===== src/rtl/tt_um_hoene_pwm_scheduler_pkg.sv =====
// Shared definitions for the PWM update scheduler: command codes, FSM states
// and bit positions of the fields in the decoded 32-bit word.
package tt_um_hoene_pwm_scheduler_pkg;

    typedef enum logic [1:0] {
        CMD_SET   = 2'b00,
        CMD_FADE  = 2'b01,
        CMD_BLANK = 2'b10,
        CMD_RSVD  = 2'b11
    } cmd_e;

    typedef enum logic [1:0] {
        IDLE    = 2'b00,
        PENDING = 2'b01,
        FADING  = 2'b10
    } state_e;

    localparam int CMD_HI   = 31;
    localparam int CMD_LO   = 30;
    localparam int RED_HI   = 29;
    localparam int RED_LO   = 20;
    localparam int GREEN_HI = 19;
    localparam int GREEN_LO = 10;
    localparam int BLUE_HI  = 9;
    localparam int BLUE_LO  = 0;

endpackage


===== src/rtl/tt_um_hoene_pwm_fade_step.sv =====
// One channel of the fade datapath: moves cur toward target by at most STEP,
// landing exactly on target instead of overshooting or wrapping.
module tt_um_hoene_pwm_fade_step #(
    parameter int WIDTH = 10,
    parameter int STEP  = 4
) (
    input  logic [WIDTH-1:0] cur,
    input  logic [WIDTH-1:0] target,
    output logic [WIDTH-1:0] stepped
);

    localparam logic [WIDTH-1:0] STEP_W = WIDTH'(STEP);

    always_comb begin
        stepped = target;
        if (target > cur) begin
            if ((target - cur) > STEP_W) begin
                stepped = cur + STEP_W;
            end
        end else if ((cur - target) > STEP_W) begin
            stepped = cur - STEP_W;
        end
    end

endmodule


===== src/rtl/tt_um_hoene_pwm_scheduler.sv =====
// Commits colour words to the PWM outputs only on period boundaries, with a
// period-count watchdog that blanks the LED. Fading is enabled by PWM_SCHED_FADE_EN.
module tt_um_hoene_pwm_scheduler
    import tt_um_hoene_pwm_scheduler_pkg::*;
#(
    parameter int WIDTH           = 10,
    parameter int TIMEOUT_PERIODS = 1024,
    parameter int FADE_STEP       = 4
) (
    input  logic             clk,
    input  logic             rst_n,
    input  logic [31:0]      in_word,
    input  logic             in_set,
    input  logic             in_error,
    input  logic             in_period_end,
    output logic [WIDTH-1:0] out_red,
    output logic [WIDTH-1:0] out_green,
    output logic [WIDTH-1:0] out_blue,
    output logic             busy,
    output logic             timeout
);

    localparam logic [15:0] WD_MAX  = 16'(TIMEOUT_PERIODS);
    localparam logic [15:0] WD_LAST = 16'(TIMEOUT_PERIODS - 1);

    state_e           state, next_state;
    cmd_e             in_cmd;
    logic [WIDTH-1:0] shadow_red, shadow_green, shadow_blue;
    logic [15:0]      wd_count;
    logic             accept, wd_fire, commit;

    assign in_cmd  = cmd_e'(in_word[CMD_HI:CMD_LO]);
    assign accept  = in_set && !in_error && (in_cmd != CMD_RSVD);
    // A set on the same edge restarts the watchdog, so it can never also fire.
    assign wd_fire = in_period_end && !accept && (wd_count == WD_LAST);
    assign busy    = (state == PENDING) || (state == FADING);

`ifdef PWM_SCHED_FADE_EN
    cmd_e             shadow_cmd;
    logic             fade_upd, fade_done;
    logic [WIDTH-1:0] step_red, step_green, step_blue;

    tt_um_hoene_pwm_fade_step #(.WIDTH(WIDTH), .STEP(FADE_STEP)) u_step_red (
        .cur(out_red), .target(shadow_red), .stepped(step_red));
    tt_um_hoene_pwm_fade_step #(.WIDTH(WIDTH), .STEP(FADE_STEP)) u_step_green (
        .cur(out_green), .target(shadow_green), .stepped(step_green));
    tt_um_hoene_pwm_fade_step #(.WIDTH(WIDTH), .STEP(FADE_STEP)) u_step_blue (
        .cur(out_blue), .target(shadow_blue), .stepped(step_blue));

    assign fade_done = (step_red == shadow_red) && (step_green == shadow_green)
                    && (step_blue == shadow_blue);
`endif

    always_comb begin
        next_state = state;
        commit     = 1'b0;
`ifdef PWM_SCHED_FADE_EN
        fade_upd   = 1'b0;
`endif
        if (wd_fire) begin
            next_state = IDLE;
        end else if (accept) begin
            next_state = PENDING;
        end else if (in_period_end) begin
            case (state)
                PENDING: begin
`ifdef PWM_SCHED_FADE_EN
                    if (shadow_cmd == CMD_FADE) begin
                        next_state = FADING;
                    end else begin
                        commit     = 1'b1;
                        next_state = IDLE;
                    end
`else
                    commit     = 1'b1;
                    next_state = IDLE;
`endif
                end
`ifdef PWM_SCHED_FADE_EN
                FADING: begin
                    fade_upd = 1'b1;
                    if (fade_done) begin
                        next_state = IDLE;
                    end
                end
`endif
                default: ;
            endcase
        end
    end

    always_ff @(posedge clk or negedge rst_n) begin
        if (!rst_n) begin
            state <= IDLE;
        end else begin
            state <= next_state;
        end
    end

    always_ff @(posedge clk or negedge rst_n) begin
        if (!rst_n) begin
            shadow_red   <= '0;
            shadow_green <= '0;
            shadow_blue  <= '0;
`ifdef PWM_SCHED_FADE_EN
            shadow_cmd   <= CMD_SET;
`endif
            wd_count     <= '0;
            timeout      <= 1'b0;
            out_red      <= '0;
            out_green    <= '0;
            out_blue     <= '0;
        end else begin
            if (accept) begin
                // BLANK carries a zero target regardless of the colour fields.
                shadow_red   <= (in_cmd == CMD_BLANK) ? '0 : WIDTH'(in_word[RED_HI:RED_LO]);
                shadow_green <= (in_cmd == CMD_BLANK) ? '0 : WIDTH'(in_word[GREEN_HI:GREEN_LO]);
                shadow_blue  <= (in_cmd == CMD_BLANK) ? '0 : WIDTH'(in_word[BLUE_HI:BLUE_LO]);
`ifdef PWM_SCHED_FADE_EN
                shadow_cmd   <= in_cmd;
`endif
                wd_count     <= '0;
                timeout      <= 1'b0;
            end else if (in_period_end && (wd_count != WD_MAX)) begin
                wd_count <= wd_count + 16'd1;
            end

            if (wd_fire) begin
                out_red   <= '0;
                out_green <= '0;
                out_blue  <= '0;
                timeout   <= 1'b1;
            end else if (commit) begin
                out_red   <= shadow_red;
                out_green <= shadow_green;
                out_blue  <= shadow_blue;
            end
`ifdef PWM_SCHED_FADE_EN
            else if (fade_upd) begin
                out_red   <= step_red;
                out_green <= step_green;
                out_blue  <= step_blue;
            end
`endif
        end
    end

endmodule


===== config.mk =====
export PLATFORM = sky130hd
export DESIGN_NAME = tt_um_hoene_pwm_scheduler
export DESIGN_NICKNAME = d
export VERILOG_FILES = /design/src/rtl/tt_um_hoene_pwm_scheduler_pkg.sv /design/src/rtl/tt_um_hoene_pwm_fade_step.sv /design/src/rtl/tt_um_hoene_pwm_scheduler.sv
export SDC_FILE = /design/constraint.sdc
export NUM_CORES = 1
export LEC_CHECK = 0
export ABC_AREA = 1
export ABC_CLOCK_PERIOD_IN_PS = 1350
export CAP_MARGIN = 5
export CORE_ASPECT_RATIO = 1.5
export CORE_UTILIZATION = 48
export DETAILED_ROUTE_END_ITERATION = 12
export PLACE_DENSITY = 0.77
export SYNTH_ARGS = -nofsm -noshare
export SYNTH_HDL_FRONTEND = slang
export SYNTH_SLANG_ARGS = --single-unit

===== constraint.sdc =====
create_clock -name clk -period 1.35 [get_ports clk]
set_input_delay 0.27 -clock clk [delete_from_list [all_inputs] [get_ports clk]]
set_output_delay 0.27 -clock clk [all_outputs]
set_load 0.05 [all_outputs]

==> flow_summary.yaml <==
synthesis:
  synth_cell_types: 29
  synth_top_cell_by_area: "dfrtp_1"
  synth.top_cell.area_share_pct: 50.44
  syn-mean-instance-area_um2: 8.287
  synth_edf_count: 0
  synth-seq-area-share_pct: 50.44
  post_synth_instance_area_um2: 3870
  synth.area.top_cells: "dfrtp_1, nand2_1, inv_1"
  netlist_instances: 467
  yosysMostFrequentCell: "nand2_1"
  synthTopCellsByCount: "nand2_1, dfrtp_1, inv_1"
  ys_seq_elements: 78
  async_flop_share_pct: 100.0
  syn_nets: 506
  synth_ff_type: "dfrtp_1"
  ys_warn_count: 0
clock_network:
  cts.path.max_buffers: 2
  cts_tree: "yes"
  clk_pin_slew_ns: 0.07
  cts_max_level: 3
  cts-root-buf: "clkbuf_16"
  clk_latency_ns: 0.34
  cts.sinks: 78
  cts_inserted_buffers: 9
die:
  die_y_um: 112.0
  core_um2: 7710
  initial_core_util_pct: 50.19
  chipWidth_um: 75.32
  rows: 39
  io_pins: 69
  die_area_um2: 8433
worst_setup_path:
  slowest_delay_ns: 0.43
  cp_slowest_cell: "dfrtp_1"
  end_kind: "register"
  worstSetupStartpointType: "register"
  worst_path_dominant_cell_family: "flip-flops"
  crit_required_ns: 1.62
  worstPathBufferInverterCount: 2
  crit_arrival_ns: 1.67
  worstPathMaxFanout: 13
  path_class: "register to register"
  crit_chain: "inv_2 > ha_4 > nand2_4 > nor2_4 > a21oi_1 > buf_6 > nand4_1 > nand2_1"
global_route:
  grt_max_degree: 79
  grt_antenna_before_repair: 0
  grt-ovfl-total: 0
  grt_usage_pct: 26.87
  grt_pass1_wl_um: 16760
  grt_pass1_vias: 3543
job:
  maxCapViolCount: 0
sta:
  hold_viol: 0
  slew_headroom_pct: 72.44
  grt_setup_unrepaired: "yes"
  fmax_mhz: 709.9
  skew_ns: 0.01312
  final-setup-viol-count: 23
  tightest_slew_ns: 0.4134
  final.min_clock_period_ns: 1.409
  fin_ws_ns: -0.05856
  period_share_pct: 104.3
  slew_viol_final: 0
place:
  place_hpwl_um: 6832
  gp_congestion: 0.9073
  place_inst: 656
  pre_cts_ws_ns: -0.4044
  port_buffers: 68
finish:
  drive_above_1_share_pct: 31.16
  diodes: 0
  final_cells: 686
  final_nets: 618
  area_growth_pct: 52.21
detailed_routing:
  drtIter0Drc: 262
  vias_per_cell: 5.252
  ant_nets: 0
  wl_per_cell_um: 15.56
  vias: 3603
  drc: 0
  routed_wl_um: 10680
  drt_first_pass_iters: 4
power_and_ir_drop:
  vdd_ir_drop_max_v: 0.0009074
  total_leakage_power_nw: 2.880
  cellPowerDensity_nw_per_um2: 1529
outcome:
  violations: "setup timing"
  outcome: "finished with violations"
worst_hold_path:
  hold_path.class: "primary input to async pin"
## layout make-up
type                            count  area, um2
Clock buffer                       11      252.7
Tap cell                          102      127.6
Multi-Input combinational cell    294       1604
Timing Repair Buffer              124       1583
Fill cell                         552       1819
Inverter                           72      285.3
Clock inverter                      5      81.33
Sequential cell                    78       1957
## cell usage in the layout (no fill, tap or decap)
cell type / netlist / routed
dlygate4sd3_1: 0 / 1
clkinvlp_4: 0 / 1
o21ai_2: 10 / 11
nor2_4: 2 / 3
clkdlybuf4s50_1: 0 / 30
nand3_2: 1 / 2
inv_1: 70 / 63
nor4_4: 0 / 1
inv_4: 1 / 1
buf_12: 1 / 41
ha_4: 0 / 2
nand2_2: 12 / 25
clkinv_4: 0 / 1
a21oi_1: 1 / 1
o21bai_1: 3 / 3
buf_16: 0 / 2
buf_6: 10 / 4
buf_4: 1 / 41
nor2_8: 1 / 1
nand3_1: 39 / 38
dfrtp_2: 0 / 4
or2_2: 2 / 2
nor2_2: 2 / 12
clkbuf_8: 0 / 2
nand2_8: 0 / 1
nand2_4: 3 / 5
o21ai_1: 20 / 22
clkinv_2: 0 / 1
inv_2: 1 / 7
clkbuf_16: 0 / 9
nand4_1: 15 / 15
bufinv_16: 0 / 2
o21ai_0: 33 / 30
dfrtp_1: 78 / 74
clkinv_8: 0 / 1
xor2_1: 4 / 4
nand2_1: 115 / 99
nor2_1: 28 / 17
dlygate4sd2_1: 0 / 5
## path summary, 6_finish.rpt
check                                            start                     endpoint  slack [ns]  depth (start not counted)
max                            wd_count[0]$_DFFE_PN0P_     wd_count[10]$_DFFE_PN0P_       -0.06                          8
min                                              rst_n      out_blue[3]$_DFFE_PN0P_        0.47                          3
max reg2reg                    wd_count[0]$_DFFE_PN0P_     wd_count[10]$_DFFE_PN0P_       -0.06                          8
min reg2reg                shadow_green[3]$_DFFE_PN0P_  shadow_green[3]$_DFFE_PN0P_        0.54                          2
max in group asynchronous                        rst_n     wd_count[12]$_DFFE_PN0P_        0.52                          3
min in group clk                           in_word[13]  shadow_green[3]$_DFFE_PN0P_        0.52                          3
## per-layer routing
layer  global-route usage (%)  vias to the layer above  share of wire [%]
met5                        0                        -                  0
met4                    14.57                        0                4.4
met3                    5.249                       34                4.0
met2                    47.80                      108                 56
met1                    28.55                     1766                 36
li1                         -                     1695                  -
## through the flow
stage	cell area [um2]	hold WS, ns	util, %	setup TNS (ns)	total power [W]
final	5891	0.4705	76.40	-0.7484	0.009005
after global routing	5891	0.5323	76.40	-4.253	0.009376
after CTS	5746	0.5159	74.52	-0.2614	0.008855
after detailed placement	5230	0.3212	67.84	-23.50	0.006100
after global placement	5230	0.3201	67.84	-20.77	0.006015
after floorplan	3875	-0.02559	-	-0.006166	0.004510
## worst register-to-register path, cell delays in order (launching register included)
cell,delay (ns)
dfrtp_1,0.43
inv_2,0.08
ha_4,0.17
nand2_4,0.07
nor2_4,0.04
a21oi_1,0.18
buf_6,0.19
nand4_1,0.11
nand2_1,0.07
## state kept, by name, indices dropped and copies added (netlist names)
signal / flops
wd_count: 16
out_green: 10
state: 1
timeout: 1
shadow_blue: 10
shadow_red: 10
out_blue: 10
out_red: 10
shadow_green: 10
## power breakdown
part	total [W]	internal, W	leakage (nW)	switching, W
Sequential	0.00311	0.00273	1.02	0.000382
Clock	0.00266	0.00172	0.162	0.000939
Combinational	0.00323	0.00151	1.69	0.00172
Total	0.00900	0.00596	2.88	0.00305
## repair_timing
item	in CTS	in global routing
pin swaps	6	5
cloned	2	0
setup buffers	6	5
hold buffers	1	0
endpoints found under the hold margin	78	0
setup endpoints to repair	50	47
resized for setup	30	37
## cells by family (layout without fill, tap and decap cells)
| family | count (synthesis) | in the layout | synth area share (%) |
|---|---|---|---|
| buf+inv | 95 | 212 | 11.87 |
| flops | 78 | 78 | 50.44 |
| xor+xnor | 4 | 4 | 0.9052 |
| simple gates | 221 | 221 | 26.32 |
| compound gates | 67 | 67 | 9.829 |
| fa+ha+maj | 2 | 2 | 0.6465 |
No activity file was read; power rests on OpenSTA's default activity.
